==> src/rtl/onehot_stream_decoder.sv <==
// Buffers binary codes behind a valid/ready FIFO and presents each one as a
// one-hot word for a fixed number of cycles, with no gap between words.
module onehot_stream_decoder #(
  parameter  int unsigned IN_W        = 2,
  localparam int unsigned OUT_W       = 2 ** IN_W,
  parameter  int unsigned HOLD_CYCLES = 4,
  parameter  int unsigned FIFO_DEPTH  = 2
) (
  input  logic             clk,
  input  logic             rst_n,
  input  logic             in_valid,
  output logic             in_ready,
  input  logic [IN_W-1:0]  data_in,
  output logic [OUT_W-1:0] data_out,
  output logic             out_valid,
  output logic             busy
);

  localparam int unsigned PTR_W  = (FIFO_DEPTH > 1) ? $clog2(FIFO_DEPTH) : 1;
  localparam int unsigned CNT_W  = $clog2(FIFO_DEPTH) + 1;
  localparam int unsigned HOLD_W = (HOLD_CYCLES > 1) ? $clog2(HOLD_CYCLES) : 1;

  localparam logic [HOLD_W-1:0] HOLD_RELOAD = HOLD_W'(HOLD_CYCLES - 1);
  localparam logic [CNT_W-1:0]  DEPTH_CNT   = CNT_W'(FIFO_DEPTH);

  typedef enum logic {
    IDLE = 1'b0,
    HOLD = 1'b1
  } state_t;

  state_t             state;
  logic [HOLD_W-1:0]  hold_cnt;

  logic [IN_W-1:0]    mem [FIFO_DEPTH];
  logic [PTR_W-1:0]   wr_ptr;
  logic [PTR_W-1:0]   rd_ptr;
  logic [CNT_W-1:0]   count;

  logic               full;
  logic               empty;
  logic               push;
  logic               pop;
  logic               slot_free;
  logic [IN_W-1:0]    head_code;
  logic [OUT_W-1:0]   head_onehot;

  // Handshake and FIFO status; in_ready looks only at full, never at a same-cycle pop.
  assign full      = (count == DEPTH_CNT);
  assign empty     = (count == '0);
  assign in_ready  = !full;
  assign push      = in_valid && !full;
  assign busy      = out_valid || !empty;

  // The display slot frees up when idle or on the last cycle of a hold.
  assign slot_free = (state == IDLE) || (hold_cnt == '0);
  assign pop       = slot_free && !empty;

  assign head_code   = mem[rd_ptr];
  assign head_onehot = OUT_W'(1) << head_code;

  // Storage needs no reset: entries are only read once count says they are valid.
  always_ff @(posedge clk) begin
    if (push) begin
      mem[wr_ptr] <= data_in;
    end
  end

  // Pointers wrap naturally because FIFO_DEPTH is a power of two.
  always_ff @(posedge clk or negedge rst_n) begin
    if (!rst_n) begin
      wr_ptr <= '0;
      rd_ptr <= '0;
      count  <= '0;
    end else begin
      if (push) begin
        wr_ptr <= wr_ptr + PTR_W'(1);
      end
      if (pop) begin
        rd_ptr <= rd_ptr + PTR_W'(1);
      end
      if (push && !pop) begin
        count <= count + CNT_W'(1);
      end else if (pop && !push) begin
        count <= count - CNT_W'(1);
      end
    end
  end

  // Hold FSM: load on pop, count down, reload with no gap or drop back to idle.
  always_ff @(posedge clk or negedge rst_n) begin
    if (!rst_n) begin
      state     <= IDLE;
      hold_cnt  <= '0;
      data_out  <= '0;
      out_valid <= 1'b0;
    end else if (state == IDLE) begin
      if (!empty) begin
        state     <= HOLD;
        hold_cnt  <= HOLD_RELOAD;
        data_out  <= head_onehot;
        out_valid <= 1'b1;
      end
    end else begin
      if (hold_cnt != '0) begin
        hold_cnt <= hold_cnt - HOLD_W'(1);
      end else if (!empty) begin
        hold_cnt  <= HOLD_RELOAD;
        data_out  <= head_onehot;
        out_valid <= 1'b1;
      end else begin
        state     <= IDLE;
        data_out  <= '0;
        out_valid <= 1'b0;
      end
    end
  end

endmodule

==> config.mk <==
export PLATFORM = sky130hd
export DESIGN_NAME = onehot_stream_decoder
export DESIGN_NICKNAME = d
export VERILOG_FILES = /design/src/rtl/onehot_stream_decoder.sv
export SDC_FILE = /design/constraint.sdc
export NUM_CORES = 1
export LEC_CHECK = 0
export CORE_MARGIN = 3
export CORE_UTILIZATION = 25
export CTS_BUF_LIST = sky130_fd_sc_hd__clkbuf_4
export CTS_CLUSTER_DIAMETER = 60
export DETAILED_ROUTE_END_ITERATION = 7
export SYNTH_ARGS = -nofsm -noshare
export SYNTH_HDL_FRONTEND = slang
export SYNTH_SLANG_ARGS = --single-unit
==> constraint.sdc <==
create_clock -name clk -period 1.8 [get_ports clk]
set_input_delay 0.54 -clock clk [delete_from_list [all_inputs] [get_ports clk]]
set_output_delay 0.54 -clock clk [all_outputs]
set_load 0.005 [all_outputs]
==> impl_results.md <==
- Sw Ratio: between 30% and 40%
- Starting DRT DRC Count: 12
- Pint: between 1 and 1.5 mW
- Worst r2r path cells: 6
- DP HPWL: 939 um
- First-pass GRT wire length: about 2.0 mm
- Worst R2R End: count[1]
- Pins over their slew limit: 0
- DR vias/cell: about 4.6
- Yosys reg bits: 16
- CTS max path bufs: 2
- Ys Warns: 0
- Initial antenna violation count: 0
- Pre-CTS setup slack: a little under 5 ps
- Gr ovfl total: 0
- Total CTS buffers: 3
- Die width: approximately 59 um
- Filler instances: 261
- Critical setup path kind: reg2out
- Crit. Startpoint: count[1]
- Area of the die: about 3500 sq um
- Routability Congestion: 0.755
- PD cells: around 1800 nW/um^2
- Die height: 59.3 um
- Comb power frac: between 40% and 50%
- Detail Route Antenna Nets: 0
- Synth Net Count: just under 60
- Final-report setup violation count: 0
- Dpl cell area: 860 sq um
- Nets: 77
- Worst Skew: between 6 and 7 ps
- Core ar.: ~2600 sq um
- Drt pass-1 iters: 2
- Antenna diodes: 0
- Site Rows: 18
- Design area: about 890 sq um
- MaxCap Viol Count: 0
- Worst-path clk slew: around 90 ps
- Worst Path Max Fanout: 6
- Cells after synthesis: 52
- Setup slack, reg-to-reg: 160 ps
- Synth unique cells: 25
- Sequential power share: between 30% and 40%
- Gr usage total: 8.33%
- Crit path required time: ~1300 ps
- # DRC: 0
- Synthesized area per cell: about 14 sq um
- Vias in the first global route: 470
- Net Switching: 574 uW
- Initial Util: a little over a quarter
- Ratio of cells with drive above 1 in the final layout: roughly a quarter
- Slew @ Worst Pin: about 570 ps
- Final wirelength: 1.24 mm
- CTS tree: done
- Reg2reg start: hold_cnt[0]
- Commonest non-fill, non-tap cell in the layout: dfrtp_1
- Ports: 12
- Clock network power share: between 10% and 20%
- Crit path capture type: output pin
- PortBufs: 11
- Worst Hold Depth: 1
- Hold WC Path Type: reg2reg
- Period utilisation layout: 95.5%
- CTS sink count: 16
- Total number of vias: 460
- Commonest cells after routing, fill and taps aside: dfrtp_1 (12), clkdlybuf4s50_1 (9), buf_4 (6)
- Worst relative slew slack: between 60% and 70%
- Max VDD drop: approximately 0.00064 V
- Status: complete, no violations
- Final hold violation count: 0
- Per-cell routed wire length: around 12 um
- Synth Cell Area: just over 700 sq um
- Startpoint types: flip-flop
- Pin count of the biggest net entering global routing: 13
- CP endpoint: in_ready
- Final WS setup: between 80 and 90 ps
- Lkg Pwr: roughly 0.38 nW
- Post-route minimum period: about 1700 ps
- Sequential area share after synthesis: about three fifths
- Maximum level of the CTS H-tree: 1
- # hold bufs at CTS: 0
- Fmax: ~580 MHz
- RSZ-0062 raised after global routing: no
- Clock root cell: clkbuf_4
- Skew-Pair Late Insertion Delay: 280 ps
- P&R area growth vs syn: 26.1%
- Worst path arrival time: between 1000 and 1500 ps
==> metrics by stage <==
stage | setup TNS, ps | instances | hold slack [ps] | total power, mW | util (%)
floorplan | 0 | 52 | 244 | 1.19 | -
global placement | 0 | 94 | 474 | 1.40 | 33.2
detailed placement | 0 | 94 | 477 | 1.42 | 33.2
CTS | -19.1 | 99 | 496 | 1.63 | 34.4
global route | 0 | 100 | 522 | 1.74 | 34.5
finish | 0 | 100 | 492 | 1.61 | 34.5
==> final cells by class <==
class / count / area (sq um) / area share (%)
sequential: 16 / 420 / 47.0
multi-input combinational: 31 / 254 / 28.4
timing repair buffer: 17 / 149 / 16.6
tap: 30 / 37.5 / 4.20
clock buffer: 3 / 22.5 / 2.52
inverter: 2 / 7.51 / 0.839
clock inverter: 1 / 3.75 / 0.420
==> cells in the mapped netlist <==
cell | count | area, sq um
and3_1 | 1 | 6.26
mux2_2 | 2 | 22.5
o31ai_2 | 1 | 12.5
nor2_1 | 2 | 7.51
nor2b_4 | 1 | 13.8
or3_1 | 1 | 6.26
buf_2 | 1 | 5.00
edfxtp_1 | 4 | 120
nor3_1 | 1 | 5.00
dfrtp_1 | 12 | 300
xor2_1 | 4 | 35.0
mux2i_1 | 2 | 20.0
xnor2_1 | 2 | 17.5
inv_1 | 1 | 3.75
o21ai_2 | 1 | 8.76
a21oi_1 | 2 | 10.0
a32o_1 | 4 | 40.0
a21o_1 | 1 | 7.51
buf_6 | 2 | 22.5
nand2b_1 | 1 | 6.26
a2111oi_0 | 1 | 8.76
nor2_2 | 1 | 6.26
ha_1 | 1 | 12.5
inv_2 | 1 | 3.75
nand2_1 | 2 | 7.51
==> power by group through the flow <==
stage                     clock (mW)  sequential (mW)  combinational (mW)
after floorplan                    0            0.631               0.561
after global placement             0            0.649               0.751
after detailed placement           0            0.657               0.766
after CTS                      0.204            0.649               0.777
after global routing           0.216            0.667               0.857
final                          0.192            0.644               0.779
==> sequential cells by signal (all words and copies together), names as in the netlist <==
signal / flops
count: 2
data_out: 4
hold_cnt: 2
mem: 4
out_valid: 1
rd_ptr: 1
state: 1
wr_ptr: 1
==> worst max-delay path, cell delays in order (launching register included) <==
cell and delay [ps]:
dfrtp_1 380, buf_4 160, nand2b_1 100, dlygate4sd2_1 250
==> worst min path at each step <==
stage / start / to / slack [ps]
after floorplan: rst_n / count[0] / 240
after global placement: wr_ptr / wr_ptr / 470
after detailed placement: wr_ptr / wr_ptr / 480
after CTS: wr_ptr / wr_ptr / 500
after global routing: data_out[0] / data_out[0] / 520
final: wr_ptr / wr_ptr / 490
==> what timing repair did <==
action | 4_1_cts | 5_1_grt
setup buffers | 1 | 1
resized for setup | 3 | 1
cloned | 0 | 0
setup endpoints to repair | 2 | 1
pin swaps | 0 | 0
==> metal layers <==
metal  GRT usage, %  part of all wire (%)  vias up
met4           7.77                   3.8        0
met3           1.96                   6.1        4
met2           13.9                    48       10
met1           8.40                    42      226
met5              0                     0        -
li1               -                     -      220
==> kinds of logic (layout without fill, tap and decap cells) <==
family | Yosys count | count (layout) | synth area share (%)
flops | 16 | 16 | 59.3
compound gates | 10 | 10 | 12.3
simple gates | 10 | 10 | 8.29
xor+xnor | 6 | 6 | 7.41
buf+inv | 5 | 23 | 4.94
mux | 4 | 4 | 6.00
fa+ha+maj | 1 | 1 | 1.76
Note: power is estimated with default switching activity, not from simulation.
